`src/rtl/float_result_monitor.sv`:
```
// Checks float_add result/flag consistency, counts flag events and captures
// every accepted set in a first-word fall-through FIFO for later readout.
module float_result_monitor #(
    parameter int DEPTH       = 8,
    parameter int CW          = 16,
    parameter int HALT_ON_ERR = 1
) (
    input  logic          clk,
    input  logic          reset,
    input  logic          in_valid,
    output logic          in_ready,
    input  logic [31:0]   result,
    input  logic          nan,
    input  logic          overflow,
    input  logic          underflow,
    input  logic          zero,
    input  logic          clear_err,
    input  logic          rd_en,
    output logic          rd_valid,
    output logic [36:0]   rd_data,
    output logic [CW-1:0] cnt_total,
    output logic [CW-1:0] cnt_nan,
    output logic [CW-1:0] cnt_ovf,
    output logic [CW-1:0] cnt_unf,
    output logic [CW-1:0] cnt_zero,
    output logic [CW-1:0] cnt_mismatch,
    output logic          err
);

    localparam int          AW   = $clog2(DEPTH);
    localparam logic [AW:0] FULL = (AW + 1)'(DEPTH);

    typedef enum logic {
        RUN,
        HALT
    } state_t;

    state_t        state;
    logic [36:0]   mem [DEPTH];
    logic [AW-1:0] wr_ptr;
    logic [AW-1:0] rd_ptr;
    logic [AW:0]   occupancy;

    logic [7:0]  exp_field;
    logic [22:0] man_field;
    logic        exp_nan;
    logic        exp_inf;
    logic        exp_zero;
    logic        mismatch;
    logic        accept;
    logic        pop;

    // Counters stick at all-ones rather than wrapping back to zero.
    function automatic logic [CW-1:0] sat_inc(input logic [CW-1:0] c, input logic en);
        return (en && (c != '1)) ? c + CW'(1) : c;
    endfunction

    always_comb begin
        exp_field = result[30:23];
        man_field = result[22:0];
        exp_nan   = (exp_field == 8'hFF) && (man_field != 23'd0);
        exp_inf   = (exp_field == 8'hFF) && (man_field == 23'd0);
        exp_zero  = (exp_field == 8'h00) && (man_field == 23'd0);
        mismatch  = (nan != exp_nan) | (overflow != exp_inf) | (zero != exp_zero)
                  | (underflow & (exp_nan | exp_inf));
    end

    assign in_ready = (occupancy != FULL) && (state == RUN);
    assign rd_valid = (occupancy != '0);
    assign accept   = in_valid && in_ready;
    assign pop      = rd_en && rd_valid;

    always_comb begin
        rd_data = '0;
        if (rd_valid) begin
            rd_data = mem[rd_ptr];
        end
    end

    // Storage carries no reset; stale words are hidden because rd_data is gated by rd_valid.
    always_ff @(posedge clk) begin
        if (accept) begin
            mem[wr_ptr] <= {mismatch, nan, overflow, underflow, zero, result};
        end
    end

    always_ff @(posedge clk) begin
        if (reset) begin
            wr_ptr    <= '0;
            rd_ptr    <= '0;
            occupancy <= '0;
        end else begin
            if (accept) begin
                wr_ptr <= wr_ptr + AW'(1);
            end
            if (pop) begin
                rd_ptr <= rd_ptr + AW'(1);
            end
            case ({accept, pop})
                2'b10:   occupancy <= occupancy + (AW + 1)'(1);
                2'b01:   occupancy <= occupancy - (AW + 1)'(1);
                default: occupancy <= occupancy;
            endcase
        end
    end

    always_ff @(posedge clk) begin
        if (reset) begin
            cnt_total    <= '0;
            cnt_nan      <= '0;
            cnt_ovf      <= '0;
            cnt_unf      <= '0;
            cnt_zero     <= '0;
            cnt_mismatch <= '0;
        end else if (accept) begin
            cnt_total    <= sat_inc(cnt_total, 1'b1);
            cnt_nan      <= sat_inc(cnt_nan, nan);
            cnt_ovf      <= sat_inc(cnt_ovf, overflow);
            cnt_unf      <= sat_inc(cnt_unf, underflow);
            cnt_zero     <= sat_inc(cnt_zero, zero);
            cnt_mismatch <= sat_inc(cnt_mismatch, mismatch);
        end
    end

    // A fresh mismatch wins over clear_err on the same edge, for both err and state.
    always_ff @(posedge clk) begin
        if (reset) begin
            state <= RUN;
            err   <= 1'b0;
        end else begin
            if (accept && mismatch) begin
                err <= 1'b1;
            end else if (clear_err) begin
                err <= 1'b0;
            end
            case (state)
                RUN: begin
                    if (accept && mismatch && (HALT_ON_ERR != 0)) begin
                        state <= HALT;
                    end
                end
                HALT: begin
                    if (clear_err) begin
                        state <= RUN;
                    end
                end
                default: state <= RUN;
            endcase
        end
    end

endmodule

```
`config.mk`:
```
export PLATFORM = sky130hd
export DESIGN_NAME = float_result_monitor
export DESIGN_NICKNAME = d
export VERILOG_FILES = /design/src/rtl/float_result_monitor.sv
export SDC_FILE = /design/constraint.sdc
export NUM_CORES = 1
export LEC_CHECK = 0
export BUFFER_PORTS_ARGS = -buffer_cell sky130_fd_sc_hd__buf_2
export CORE_MARGIN = 2
export CORE_UTILIZATION = 30
export CTS_CLUSTER_SIZE = 12
export DETAILED_ROUTE_END_ITERATION = 8
export PLACE_DENSITY_LB_ADDON = 0.1
export SETUP_SLACK_MARGIN = 0.1
export SYNTH_ARGS = -nofsm -noshare
export SYNTH_HDL_FRONTEND = slang
export SYNTH_SLANG_ARGS = --single-unit
```
`constraint.sdc`:
```
create_clock -name clk -period 11.2 [get_ports clk]
set_input_delay 2.24 -clock clk [delete_from_list [all_inputs] [get_ports clk]]
set_output_delay 2.24 -clock clk [all_outputs]
set_load 0.01 [all_outputs]
```
==> impl_metrics.json <==
{
  "maxSlewViolCount": 0,
  "critPathKind": "flip-flop to output pin",
  "clockBufferDepth": 3,
  "synth_top_area_share_pct": 53.9,
  "clock_latency_ns": 0.58,
  "route.vias.total": 9745,
  "syn_inst": 1082,
  "final_cells": 2006,
  "io_buffer_count": 176,
  "critPathArrivalTime_ns": 3.36,
  "regArea_mm2": 0.0111,
  "max_slew.worst_pin.slew_ns": 1.10,
  "grt_pass1_wl_um": 62500,
  "clkSinkCount": 407,
  "start_util_pct": 30.5,
  "cellPowerDensity_mw_per_mm2": 201,
  "crit_fanout": 39,
  "area_growth_pct": 19.5,
  "place_inst": 1920,
  "post_cts_buffers": 0,
  "synthFlopType": "edfxtp_1",
  "totalPowerFinal_mw": 3.95,
  "synth-seq-area-share_pct": 67.4,
  "setup_violations": 0,
  "syn_area_mm2": 0.0165,
  "required_ns": 8.96,
  "die-area_mm2": 0.0568,
  "dr.pass1.iters": 5,
  "synthAdderAreaFrac_pct": 0.957,
  "cts_resized": 0,
  "cp_cell_sequence": "buf_4 > mux4_2 > mux2i_1 > nor2_1 > buf_2",
  "synth_top_area_cell": "edfxtp_1",
  "endpoint_kind": "output pin",
  "ys_ff_latch": 407,
  "synthMuxAreaShare_pct": 12.8,
  "core_area_mm2": 0.0540,
  "hp-class": "flip-flop to flip-flop",
  "grt_pass1_vias": 10106,
  "ff2ff_path_depth": 10,
  "hpwl_um": 22800,
  "min_period_ns": 5.60,
  "period_share_pct": 50.0,
  "synth_fp_nets": 1135,
  "maxCapViolCount": 0,
  "die_width_um": 238,
  "slowest_delay_ns": 0.92,
  "antenna_found_initial": 0,
  "mostFrequentLayoutCells": "edfxtp_1, buf_2, nor2_1, dfxtp_1, mux4_2",
  "fin_ws_ns": 5.60,
  "wl_um": 40700,
  "post-route-drc-count": 0,
  "hold_buffers": 0,
  "worst-r2r-setup-slack_ns": 8.13,
  "synth.avg_cell_area_um2": 15.2,
  "fin_nets": 1326,
  "synth_edf_count": 296,
  "hold_viol_final": 0,
  "worstHoldPathCells": 2,
  "start_kind": "flip-flop",
  "cts_buffers": 47,
  "leakage_nw": 6.73,
  "avgViaCountPerCell": 4.86,
  "die_y_um": 238,
  "grt_util_all_layers_pct": 14.5,
  "ys_warn_count": 0,
  "drtIter0Drc": 567,
  "slew-limit-headroom_pct": 25.9,
  "final_common_cell": "edfxtp_1",
  "slowest_stage": "dfxtp_4",
  "synth_compound_area_share_pct": 2.79,
  "num_rows": 85,
  "io_pins": 177,
  "fillers": 5272,
  "worst_hold_slack_ns": 0.477,
  "synth_top_family_by_area": "multiplexers",
  "multiInputGateArea_mm2": 0.00516,
  "ys_types": 61,
  "drive_gt1_share_pct": 27.4,
  "grt_start_max_net_pins": 61,
  "ir_drop_v": 0.000141,
  "wl_per_cell_um": 20.3,
  "path_clk_slew_ns": 0.06,
  "yosys.area_share.simple_pct": 10.3,
  "status": "finished clean",
  "cts_tree": "done",
  "cts_root_buf": "clkbuf_16",
  "detail-route-antenna-nets": 0,
  "h-tree-depth": 2,
  "pre_cts_ws_ns": 6.02,
  "synth_xor_area_share_pct": 4.09,
  "setup_tns_ns": 0,
  "synth.area.top_cells": "edfxtp_1, dfxtp_1, mux4_2",
  "rsz0062_at_grt": "no",
  "gp_congestion": 0.693,
  "grt.overflow.total": 0,
  "finClkSkew_ns": 0.0135,
  "synthArstFlopShare_pct": 0,
  "fmax_mhz": 179
}
[synth_stat cells, types with 9 or more instances]
cell type,instances
a21oi_1,28
and3_1,17
and4_1,10
clkbuf_1,29
dfxtp_1,111
edfxtp_1,296
ha_1,11
inv_1,11
mux2i_1,42
mux4_2,74
nand2_1,41
nand3_1,33
nand4_1,35
nor2_1,136
nor3_1,17
or3_1,9
or4_1,9
xnor2_1,24
xor2_1,53
[cell type report]
class	count	share of cell area, %
flip-flops and latches	407	56.5
multi-input cells	613	26.2
clock buffers	53	6.09
repair buffers	190	5.02
well taps	696	4.42
clock inverters	32	1.56
inverters	14	0.267
diodes	1	0.0127
[cell families after synthesis]
group,count (synthesis)
flip-flops,407
AND/OR/NAND/NOR,340
multiplexers,118
XOR/XNOR,77
AO/OA/AOI/OAI,66
buffers and inverters,62
adder cells (fa/ha/maj),12
[state kept, by name, indices dropped and copies added (netlist names), named ones only]
| name | flops |
|---|---|
| mem | 296 |
| cnt_mismatch | 16 |
| cnt_nan | 16 |
| cnt_ovf | 16 |
| cnt_total | 16 |
| cnt_unf | 16 |
| cnt_zero | 16 |
| occupancy | 4 |
| rd_ptr | 3 |
| wr_ptr | 3 |
| err | 1 |
| state | 1 |
[routing by layer]
| metal | wire, µm | part of all wire [%] | vias to the layer above | GRT usage (%) |
|---|---|---|---|---|
| met5 | 0 | 0 | - | 0 |
| met4 | 718 | 1.8 | 0 | 3.54 |
| met3 | 2130 | 5.2 | 52 | 3.73 |
| met2 | 19400 | 48 | 186 | 23.5 |
| met1 | 18400 | 45 | 4964 | 19.6 |
| li1 | - | - | 4543 | - |
[worst paths after layout]
check                                 start                   endpoint
setup / recovery                  flip-flop                rd_data[32]
hold / removal             err$_SDFFE_PP0P_           err$_SDFFE_PP0P_
setup reg to reg  occupancy[0]$_SDFFE_PP0P_  occupancy[3]$_SDFFE_PP0P_
hold reg to reg            err$_SDFFE_PP0P_           err$_SDFFE_PP0P_
[stage by stage]
| stage | utilization (%) | area, µm² |
|---|---|---|
| 5_1_grt | 36.4 | 19700 |
| 2_1_floorplan | - | 16500 |
| 3_3_place_gp | 33.7 | 18200 |
| 3_5_place_dp | 33.7 | 18200 |
| 4_1_cts | 36.4 | 19700 |
| 6_report | 36.5 | 19700 |
[power by group]
| part | switching [mW] | total [mW] | internal, mW |
|---|---|---|---|
| combinational | 0.410 | 0.691 | 0.282 |
| clock | 0.626 | 1.51 | 0.887 |
| sequential | 0.0582 | 1.75 | 1.69 |
| total | 1.09 | 3.95 | 2.86 |
[worst max-delay path: cells and delay by family (launching register included)]
family | cells | cell delay, ns
buf+inv | 2 | 0.94
simple gates | 1 | 0.11
mux | 2 | 0.77
flops | 1 | 0.92
Power figures use the tool's default switching activity.
